**src/rtl/hazard_ctrl.sv**
```systemverilog
// Pipeline hazard controller: write scoreboard, youngest-producer operand
// bypass selection and load-use stall generation for the ID stage.
module hazard_ctrl #(
    parameter int DATA_W   = 16,
    parameter int NREG     = 16,
    parameter int DEPTH    = 3,
    parameter int ZERO_REG = 1,
    localparam int AW      = (NREG > 1) ? $clog2(NREG) : 1
) (
    input  logic                    clk,
    input  logic                    rst,
    input  logic                    id_valid,
    input  logic                    id_re0,
    input  logic                    id_re1,
    input  logic [AW-1:0]           id_src0,
    input  logic [AW-1:0]           id_src1,
    input  logic                    id_we,
    input  logic [AW-1:0]           id_dst,
    input  logic                    id_load,
    input  logic                    flush,
    input  logic [DATA_W-1:0]       rf_p0,
    input  logic [DATA_W-1:0]       rf_p1,
    input  logic [DEPTH*DATA_W-1:0] stage_data,
    output logic                    stall,
    output logic [DATA_W-1:0]       src0_ex,
    output logic [DATA_W-1:0]       src1_ex,
    output logic [2:0]              byp0_ex,
    output logic [2:0]              byp1_ex,
    output logic [15:0]             stall_cnt
);

    logic [DEPTH:1] sb_vld;
    logic [AW-1:0]  sb_dst [1:DEPTH];
    // Only the youngest entry's load flag matters: older loads can forward.
    logic           sb_load1;
    logic [15:0]    cnt_q;

    logic [DEPTH:1]    m0, m1;
    logic [2:0]        sel0_k, sel1_k;
    logic [DATA_W-1:0] sel0_d, sel1_d;
    logic              issue;
    logic              take;

    always_comb begin
        m0 = '0;
        m1 = '0;
        for (int k = 1; k <= DEPTH; k++) begin
            m0[k] = id_re0 && sb_vld[k] && (sb_dst[k] == id_src0) &&
                    !((ZERO_REG != 0) && (id_src0 == '0));
            m1[k] = id_re1 && sb_vld[k] && (sb_dst[k] == id_src1) &&
                    !((ZERO_REG != 0) && (id_src1 == '0));
        end
    end

    // Scan oldest to youngest so the smallest matching stage is the final winner.
    always_comb begin
        sel0_k = '0;
        sel0_d = rf_p0;
        sel1_k = '0;
        sel1_d = rf_p1;
        for (int k = DEPTH; k >= 1; k--) begin
            if (m0[k]) begin
                sel0_k = 3'(k);
                sel0_d = stage_data[k*DATA_W-1 -: DATA_W];
            end
            if (m1[k]) begin
                sel1_k = 3'(k);
                sel1_d = stage_data[k*DATA_W-1 -: DATA_W];
            end
        end
    end

    assign stall = !rst && !flush && id_valid && sb_load1 && (m0[1] || m1[1]);
    assign issue = id_valid && id_we && !stall && !flush;
    assign take  = id_valid && !stall && !flush;

    always_ff @(posedge clk) begin
        if (rst) begin
            sb_vld   <= '0;
            sb_load1 <= 1'b0;
            src0_ex  <= '0;
            src1_ex  <= '0;
            byp0_ex  <= '0;
            byp1_ex  <= '0;
            cnt_q    <= '0;
        end else begin
            sb_vld   <= {sb_vld[DEPTH-1:1], issue};
            sb_load1 <= issue && id_load;
            src0_ex  <= take ? sel0_d : '0;
            src1_ex  <= take ? sel1_d : '0;
            byp0_ex  <= take ? sel0_k : '0;
            byp1_ex  <= take ? sel1_k : '0;
            if (stall && (cnt_q != 16'hFFFF)) begin
                cnt_q <= cnt_q + 16'd1;
            end
        end
    end

    always_ff @(posedge clk) begin
        sb_dst[1] <= id_dst;
        for (int k = 2; k <= DEPTH; k++) begin
            sb_dst[k] <= sb_dst[k-1];
        end
    end

    assign stall_cnt = cnt_q;

endmodule

```
**config.mk**
```make
export PLATFORM = sky130hd
export DESIGN_NAME = hazard_ctrl
export DESIGN_NICKNAME = d
export VERILOG_FILES = /design/src/rtl/hazard_ctrl.sv
export SDC_FILE = /design/constraint.sdc
export NUM_CORES = 1
export LEC_CHECK = 0
export ABC_CLOCK_PERIOD_IN_PS = 4480
export BUFFER_PORTS_ARGS = -buffer_cell sky130_fd_sc_hd__buf_4
export CAP_MARGIN = 20
export CORE_ASPECT_RATIO = 1.5
export CORE_MARGIN = 2
export CORE_UTILIZATION = 34
export DETAILED_ROUTE_END_ITERATION = 8
export GPL_ROUTABILITY_DRIVEN = 0
export SETUP_SLACK_MARGIN = 0.1
export SYNTH_ARGS = -nofsm -noshare
export SYNTH_HDL_FRONTEND = slang
export SYNTH_SLANG_ARGS = --single-unit
export TNS_END_PERCENT = 30
```
**constraint.sdc**
```tcl
create_clock -name clk -period 4.48 [get_ports clk]
set_input_delay 0.224 -clock clk [delete_from_list [all_inputs] [get_ports clk]]
set_output_delay 0.224 -clock clk [all_outputs]
set_load 0.02 [all_outputs]
```
==> run summary, run 1 <==
fin util -> 0.493
Netlist cell types -> 39
Synth area leader -> dfxtp_1
CTS sink count -> 68
fmax -> 0.409 GHz
cell count after synthesis -> 436
# rows -> 45
startpoint types -> flip-flop
Initial Util -> 0.350
cell leakage power -> 0.00200 uW
mapped cell area -> 3550 sq um
fin crit period -> 2450 ps
Worst Path Class, Setup -> flip-flop to flip-flop
Hold Crit Depth -> 3
Die ar. -> 11300 sq um
worst endpoint data arrival time -> 2610 ps
outcome -> completed
Inserted Clock Buffers -> 9
Area contributors post-synth -> dfxtp_1 (38%), nand3_1 (10%), o211ai_1 (8.0%)
Storage cell area -> 1360 sq um
worst clock skew -> 5.28 ps
register area share after synthesis -> 0.384
Port Buffers -> 152
layout cell share with drive strength beyond 1 -> 0.339
placed cell count -> 675
clk root buf -> clkbuf_16
Clock Latency Late Sink -> 320 ps
critical path peak fanout -> 38
post-route setup TNS -> 0 ps
drt total wl -> 12.5 mm
Post-Layout Cell Count -> 695
FILL cells -> 1029
period utilisation layout -> 0.546
vias per cell -> 5.60
final instance area -> 5000 sq um
Final ANT Viol Nets -> 0
die height -> 129 um
area of the multi-input gates -> 1990 sq um
WP data required -> 4650 ps
max-cap viol count -> 0
detailed placement HPWL -> 8.95 mm
Post-synth ARST share -> 0
Synth Flop Type -> dfxtp_1
HP Class -> input pin to flip-flop
H-tree depth -> 3
Placed Area -> 4690 sq um
ANT cells -> 0
GR Overflow Total -> 0
GRT Util Overall -> 0.216
Iter 0 DRT Violations -> 216
final net count -> 674
Chip Width -> 87.4 um
Post-Syn Area per Cell -> 8.14 sq um
clock-pin slew on the worst setup and hold paths -> 50 ps
# Post-CTS Setup Buffers -> 0
overall power -> 1460 uW
cts repair resizes -> 0
Core Box Area -> 10100 sq um
top-count cell post-synth -> nand3_1
CTS tree -> built
first-pass GRT wire length -> 18.9 mm
boundary pin count -> 155
synthesized flop and latch total -> 68
Fin. Hold Viols -> 0
endpoints failing setup -> 0
area delta synth->final -> 40.9%
peak supply drop -> 0.000236 V
WL/cell -> 18.0 um
RSZ-0062 raised after global routing -> no
synth cell count leaders -> nand3_1 (74), dfxtp_1 (68), nand2_1 (43)
FF-to-FF path depth -> 6
pin count of the biggest net entering global routing -> 39
CTS Hold Buffers Added -> 4
top cell type's share of synthesized area -> 0.384
Least-Margin Pin Slew -> 969 ps
EDFF count, synth -> 0
Post-route DRC -> 0
fin. max-slew vios -> 0
PwrDens -> 292 nW/um^2
CP Capture Type -> flip-flop
total number of vias -> 3892
Synth Warn # -> 0
Slew Limit Headroom -> 0.351
DRT Pass-1 Iters -> 5
vias in the first global route -> 3798
CTS max path bufs -> 2
initial antenna violation count -> 0
sequential cells by signal, indices dropped and copies added, names as in the netlist:
name	count
byp0_ex	2
byp1_ex	2
sb_dst	12
sb_load1	1
sb_vld	3
src0_ex	16
src1_ex	16
stall_cnt	16
critical path: stages (launching register included):
cell and delay, ps:
dfxtp_1 350, xor2_1 160, nor3_1 290, and4_4 520, o21ai_1 150, nand2_2 720
a21oi_1 90
layout by cell type, fill, tap and decap left out, types with 3 or more instances in the layout:
master | netlist | routed
o211ai_1 | 38 | 38
o21ai_0 | 35 | 35
nand2_1 | 43 | 42
a21oi_2 | 20 | 20
clkbuf_16 | 0 | 9
buf_4 | 2 | 157
nor2_1 | 19 | 19
dfxtp_1 | 68 | 68
and3_1 | 4 | 4
nand3_1 | 74 | 74
a21oi_1 | 17 | 17
nor3_1 | 7 | 7
xnor2_1 | 14 | 14
xor2_1 | 22 | 22
dlygate4sd3_1 | 0 | 4
nand4_1 | 7 | 7
o21ai_1 | 3 | 3
nor2b_1 | 3 | 3
area by class of cell:
type                    instances  share of cell area
multi-input cells             331               0.399
flip-flops and latches         68               0.272
clock buffers                  12              0.0493
well taps                     117              0.0293
inverters                       2             0.00150
clock inverters                 4             0.00501
repair buffers                161               0.244
power breakdown:
part,leakage [uW],switching (uW),internal [uW]
combinational,0.00131,94.7,99.3
clock,0.000129,249,387
sequential,0.000555,9.17,619
total,0.00200,353,1110
logic make-up after synthesis:
| family | synth area share |
|---|---|
| muxes | 0.00599 |
| adders and majority gates | 0.00352 |
| buffers and inverters | 0.0564 |
| and+or+nand+nor | 0.232 |
| AOI/OAI and AO/OA | 0.229 |
| xor gates and xnor gates | 0.0888 |
| other | 0.00106 |
| DFF | 0.384 |
layer usage:
layer  GRT usage  part of all wire  vias up
li1            -                 -     1851
met1       0.239              0.38     1825
met2       0.394              0.54      201
met3      0.0446             0.075       15
met4      0.0887             0.013        0
met5           0                 0        -
path summary, 6_finish.rpt:
| path | slack (ps) | startpoint | end |
|---|---|---|---|
| hold / removal | 130 | id_load | sb_load1 |
| setup / recovery | 2030 | sb_dst[0][6] | src0_ex[8] |
| setup reg to reg | 2030 | sb_dst[0][6] | src0_ex[8] |
| hold reg to reg | 390 | sb_dst[0][4] | sb_dst[0][8] |
through the flow:
| step | setup slack [ps] | hold slack, ps |
|---|---|---|
| final | 2030 | 135 |
| after global routing | 1820 | 133 |
| after CTS | 2010 | 127 |
| after detailed placement | 1940 | 330 |
| after global placement | 2000 | 329 |
| after floorplan | 2510 | 252 |
(Power assumes the default switching activity.)
==> run 2, diff against run 1 <==
--- a/config.mk
+++ b/config.mk
@@ -5,7 +5,8 @@
 export SDC_FILE = /design/constraint.sdc
 export NUM_CORES = 1
 export LEC_CHECK = 0
-export ABC_CLOCK_PERIOD_IN_PS = 4480
+export ABC_AREA = 1
+export ABC_CLOCK_PERIOD_IN_PS = 2370
 export BUFFER_PORTS_ARGS = -buffer_cell sky130_fd_sc_hd__buf_4
 export CAP_MARGIN = 20
 export CORE_ASPECT_RATIO = 1.5
==> constraint.sdc (replaced) <==
create_clock -name clk -period 2.37 [get_ports clk]
set_input_delay 0.1185 -clock clk [delete_from_list [all_inputs] [get_ports clk]]
set_output_delay 0.1185 -clock clk [all_outputs]
set_load 0.02 [all_outputs]
==> run 2 against run 1 <==
Effect of this change:
- via count up 25%
- total power is 98% higher
- critical path type is now flip-flop to output pin
- worst hold slack got worse by 98 ps
- highest routed layer unchanged
- area after synthesis increased by 16%
- critical endpoint is now stall
- synthesized cell count grew 46%
- die area increased by 16%
==> run summary, run 2 <==
Chip Width -> 94.0 um (+7.5%)
endpoints failing setup -> 0 (unchanged)
DRT Pass-1 Iters -> 5 (unchanged)
fin. max-slew vios -> 0 (unchanged)
clk root buf -> clkbuf_16
period utilisation layout -> 0.887
area delta synth->final -> 38.5%
Netlist cell types -> 33 (-15%)
GRT Util Overall -> 0.226 (+0.00987)
mapped cell area -> 4130 sq um (+16%)
WP data required -> 2250 ps (-2400 ps)
CTS tree -> built
critical path peak fanout -> 36 (-5.3%)
top-count cell post-synth -> nand2_1
Least-Margin Pin Slew -> 517 ps (-453 ps)
Post-synth ARST share -> 0 (unchanged)
FILL cells -> 1215 (+18%)
vias in the first global route -> 4650 (+22%)
layout cell share with drive strength beyond 1 -> 0.259 (-0.0799)
most frequent cells in the layout -> nand2_1 (169), buf_4 (169), nor2_1 (100), nand3_1 (78), dfxtp_1 (68)
Clock Latency Late Sink -> 330 ps (about the same)
detailed placement HPWL -> 11.2 mm (+26%)
Iter 0 DRT Violations -> 230 (+6.5%)
Hold Slack -> 36.4 ps (-98.2 ps)
outcome -> completed
Die ar. -> 13100 sq um (+16%)
fmax -> 0.476 GHz
fin crit period -> 2100 ps
register area share after synthesis -> 0.330 (-0.0536)
ANT cells -> 0 (unchanged)
Synth Flop Type -> dfxtp_1
max-cap viol count -> 0 (unchanged)
# rows -> 49 (+8.9%)
Fin. Hold Viols -> 0 (unchanged)
peak supply drop -> 0.000293 V (+24%)
Synth area leader -> dfxtp_1
Port Buffers -> 152 (unchanged)
CTS max path bufs -> 2 (unchanged)
startpoint types -> flip-flop
post-route setup TNS -> 0 ps (unchanged)
RSZ-0062 raised after global routing -> no
EDFF count, synth -> 0 (unchanged)
Storage cell area -> 1360 sq um (unchanged)
Initial Util -> 0.347 (-0.00331)
worst clock skew -> 6.65 ps (+1.37 ps)
initial antenna violation count -> 0 (unchanged)
Core Box Area -> 11900 sq um (+17%)
H-tree depth -> 3 (unchanged)
cell leakage power -> 0.00282 uW (+41%)
CP Capture Type -> output pin
Final ANT Viol Nets -> 0 (unchanged)
WL/cell -> 15.8 um (-12%)
cell count after synthesis -> 638 (+46%)
first-pass GRT wire length -> 23.4 mm (+24%)
CTS sink count -> 68 (unchanged)
final net count -> 887 (+32%)
# Post-CTS Setup Buffers -> 0 (unchanged)
top cell type's share of synthesized area -> 0.330 (-0.0536)
worst endpoint data arrival time -> 1980 ps (-630 ps)
R2R Path Start -> stall_cnt[0]
crit path from -> sb_dst[0][7]
synth cell count leaders -> nand2_1 (169), nor2_1 (100), nand3_1 (78)
Area contributors post-synth -> dfxtp_1 (33%), nand2_1 (15%), nand3_1 (9.5%)
HP Class -> input pin to flip-flop
Post-route DRC -> 0 (unchanged)
PwrDens -> 505 nW/um^2 (+73%)
GR Overflow Total -> 0 (unchanged)
Worst Hold Launch -> id_we
vias per cell -> 5.14 (-8.3%)
total number of vias -> 4848 (+25%)
Worst Path Class, Setup -> flip-flop to output pin
Synth Warn # -> 0 (unchanged)
Slew Limit Headroom -> 0.656 (+0.304)
pin count of the biggest net entering global routing -> 37 (-5.1%)
Post-Syn Area per Cell -> 6.47 sq um (-21%)
clock-pin slew on the worst setup and hold paths -> 60 ps (about the same)
Inserted Clock Buffers -> 9 (unchanged)
area of the multi-input gates -> 2400 sq um (+20%)
die height -> 139 um (+7.6%)
drt total wl -> 15.0 mm (+20%)
boundary pin count -> 155 (unchanged)
synthesized flop and latch total -> 68 (unchanged)
==> run 2: changes by cell type in the layout (fill, tap and decap cells not counted), sizes merged, moves of 17 or more <==
cell / before / now
nand2: 43 / 172
xor2: 22 / 5
a21oi: 37 / 18
o21ai: 39 / 4
inv: 2 / 44
nor2: 19 / 108
nand4: 7 / 53
==> run 2: cell families (layout without fill, tap and decap cells) <==
kind of cell	after synthesis	in the layout	share of synthesized area
fa+ha+maj	1	1	0.00303
other cells	1	2	0.000909
xor+xnor	9	9	0.0191
compound gates	56	56	0.0879
simple gates	422	422	0.468
buf+inv	81	233	0.0910
flops	68	68	0.330
==> run 2: final timing paths <==
| kind | end | slack (ps) | cells past startpoint |
|---|---|---|---|
| worst min register to register | sb_dst[0][13] | 380 | 0 |
| worst max register to register | stall_cnt[0] | 430 | 10 |
| worst max-delay path | stall | 270 | 9 |
| worst min-delay path | sb_vld[1] | 40 | 3 |
==> run 2: critical path, stage by stage (launching register included) <==
cell and delay [ps]:
dfxtp_1 360, inv_1 60, nand2_1 50, nand2_1 50, nor2_1 170, nand3_2 200, nand2_4 270, nand2_8 200
inv_1 110, buf_4 140
==> run 2: layout make-up <==
type                       count  share of cell area
clock buffer                  10              0.0418
clock inverter                 6             0.00810
inverter                      44              0.0289
multi-input combinational    490               0.420
sequential                    68               0.238
tap                          153              0.0335
timing repair buffer         173               0.229
==> run 2: where the power goes <==
group          switching (uW)  internal [uW]
clock                     550            744
combinational             210            194
sequential               15.6           1170
total                     776           2110
==> run 2: what timing repair did <==
| item | 4_1_cts | 5_1_grt |
|---|---|---|
| resized for setup | 0 | 1 |
| setup endpoints to repair | 0 | 1 |
| hold endpoints to repair | 4 | 0 |
| hold buffers | 4 | 0 |
==> run 2: stage by stage <==
step / area (sq um) / total power (uW) / instances / util / worst slack [ps]
CTS: 5710 / 2910 / 944 / 0.480 / 191
global route: 5710 / 3000 / 944 / 0.480 / 127
global placement: 5380 / 1610 / 924 / 0.452 / 479
detailed placement: 5380 / 1610 / 924 / 0.452 / 451
floorplan: 4130 / 1380 / 639 / - / 621
finish: 5710 / 2880 / 944 / 0.480 / 268
==> run 2: metal layers <==
metal  vias to the layer above  routed length, um  global-route usage
met5                         -                  0                   0
met4                         0                436              0.0870
met3                        29               1050              0.0495
met2                       195               7700               0.400
met1                      2198               5780               0.261
li1                       2426                  -                   -
==> run 3, diff against run 2 <==
--- a/config.mk
+++ b/config.mk
@@ -5,7 +5,6 @@
 export SDC_FILE = /design/constraint.sdc
 export NUM_CORES = 1
 export LEC_CHECK = 0
-export ABC_AREA = 1
 export ABC_CLOCK_PERIOD_IN_PS = 2370
 export BUFFER_PORTS_ARGS = -buffer_cell sky130_fd_sc_hd__buf_4
 export CAP_MARGIN = 20
==> run 3 against run 2 <==
Effect of this change:
- maximum frequency rose by 5.6%
- largest power group unchanged
- routed wire length down 17%
- die area fell by 13%
- non-clock buffer count shrank 2
- via count decreased by 18%
- sequential power about the same
- global-route usage down 0.88 points
==> run summary, run 3 (synthesized netlist as in run 1, its figures left out) <==
Chip Width -> 87.4 um (-6.9%)
first-pass GRT wire length -> 19.1 mm (-18%)
GR Overflow Total -> 0 (unchanged)
R2R Setup Slk -> 380 ps (-50 ps)
DRT Pass-1 Iters -> 5 (unchanged)
HP Class -> input pin to flip-flop
Post-route DRC -> 0 (unchanged)
fin crit period -> 1990 ps (-112 ps)
detailed placement HPWL -> 9.11 mm (-19%)
CTS Hold Buffers Added -> 4 (unchanged)
cell leakage power -> 0.00206 uW (-27%)
final setup margin -> 380 ps (+112 ps)
clk root buf -> clkbuf_16
CTS sink count -> 68 (unchanged)
CTS tree -> built
vias per cell -> 5.63 (+9.6%)
Worst R2R End -> stall_cnt[15]
CTS max path bufs -> 2 (unchanged)
Initial Util -> 0.350 (+0.00331)
crit path from -> sb_dst[0][6]
pin count of the biggest net entering global routing -> 35 (-5.4%)
RSZ-0062 raised after global routing -> no
Inserted Clock Buffers -> 9 (unchanged)
CP Capture Type -> flip-flop
R2R Path Start -> sb_dst[0][6]
max-cap viol count -> 0 (unchanged)
outcome -> completed
# rows -> 45 (-8.2%)
vias in the first global route -> 4004 (-14%)
FF-to-FF path depth -> 7 (-3)
startpoint types -> flip-flop
final net count -> 684 (-23%)
Iter 0 DRT Violations -> 294 (+28%)
# Post-CTS Setup Buffers -> 0 (unchanged)
FILL cells -> 1004 (-17%)
post-route setup TNS -> 0 ps (unchanged)
Clock Latency Late Sink -> 330 ps (about the same)
area delta synth->final -> 43.6%
Final ANT Viol Nets -> 0 (unchanged)
worst endpoint data arrival time -> 2250 ps (+270 ps)
GRT Util Overall -> 0.217 (-0.00883)
peak supply drop -> 0.000347 V (+18%)
pre-CTS setup slack -> 362 ps (-88.8 ps)
worst clock skew -> 4.90 ps (-1.75 ps)
H-tree depth -> 3 (unchanged)
Fin. Hold Viols -> 0 (unchanged)
most frequent cells in the layout -> buf_4 (165), nand3_1 (74), dfxtp_1 (68), nand2_1 (42), o211ai_1 (38)
fin. max-slew vios -> 0 (unchanged)
initial antenna violation count -> 0 (unchanged)
PwrDens -> 546 nW/um^2 (+8.2%)
period utilisation layout -> 0.840 (-0.0473)
placed cell count -> 685 (-26%)
total number of vias -> 3962 (-18%)
commonest non-fill, non-tap cell in the layout -> buf_4
drt total wl -> 12.4 mm (-17%)
Post-Layout Cell Count -> 704 (-25%)
Worst Path Class, Setup -> flip-flop to flip-flop
boundary pin count -> 155 (unchanged)
fmax -> 0.503 GHz (+5.6%)
crit path capture -> stall_cnt[15]
clock-pin slew on the worst setup and hold paths -> 50 ps (about the same)
critical path peak fanout -> 17 (-53%)
WP data required -> 2630 ps (+380 ps)
cts repair resizes -> 0 (unchanged)
ANT cells -> 0 (unchanged)
layout cell share with drive strength beyond 1 -> 0.349 (+0.0901)
WL/cell -> 17.5 um (+11%)
endpoints failing setup -> 0 (unchanged)
Slew Limit Headroom -> 0.461 (-0.194)
Port Buffers -> 152 (unchanged)
Die ar. -> 11300 sq um (-13%)
die height -> 129 um (-7.0%)
Least-Margin Pin Slew -> 808 ps (+291 ps)
Core Box Area -> 10100 sq um (-15%)
## run 3: cell types whose count changed in the layout (fill, tap and decap cells not counted), sizes merged, moves of 10 or more
cell	change
nor2	-89
a21oi	+19
xor2	+17
nand2	-129
xnor2	+10
inv	-42
o21ai	+35
nand4	-46
## run 3: worst min path at each step
| stage | startpoint | cells past startpoint | slack [ps] | to |
|---|---|---|---|---|
| after floorplan | id_dst[0] | 0 | 150 | sb_dst[0][4] |
| after global placement | id_dst[1] | 1 | 220 | sb_dst[0][5] |
| after detailed placement | id_dst[0] | 1 | 220 | sb_dst[0][4] |
| after CTS | id_we | 3 | 20 | sb_vld[1] |
| after global routing | id_load | 3 | 50 | sb_load1 |
| final | id_we | 3 | 30 | sb_vld[1] |
## run 3: area by class of cell
cell class,count,area (sq um),share of cell area
clock buffer,13,260,0.0510
clock inverter,2,10.0,0.00196
inverter,2,7.51,0.00147
multi-input combinational,331,1990,0.391
sequential,68,1360,0.267
tap,117,146,0.0287
timing repair buffer,171,1320,0.259
## run 3: report_power, final
group          leakage, uW  internal, uW  switching, uW
combinational      0.00137           194            185
clock             0.000135           755            463
sequential        0.000555          1170           16.2
## run 3: metal layers
metal | GRT usage | vias to the layer above | share of wire
met1 | 0.234 | 1853 | 0.37
met2 | 0.370 | 193 | 0.51
li1 | - | 1872 | -
met5 | 0 | - | 0
met4 | 0.155 | 0 | 0.050
met3 | 0.0465 | 44 | 0.072
## run 3: critical path, cell delays in order, from the launching register on
cell and delay (ps):
dfxtp_1 330, xor2_1 160, nor3_1 230, and4_1 390
buf_12 190, o211ai_1 140, or3_1 330, a21oi_1 140
## run 3: stage by stage
step                      hold WS (ps)   util  power [uW]  area [sq um]
final                             33.5  0.503        2780          5100
after global routing              45.6  0.503        2890          5100
after CTS                         21.1  0.503        2820          5100
after detailed placement           224  0.472        1580          4790
after global placement             223  0.472        1580          4790
after floorplan                    146      -        1370          3550
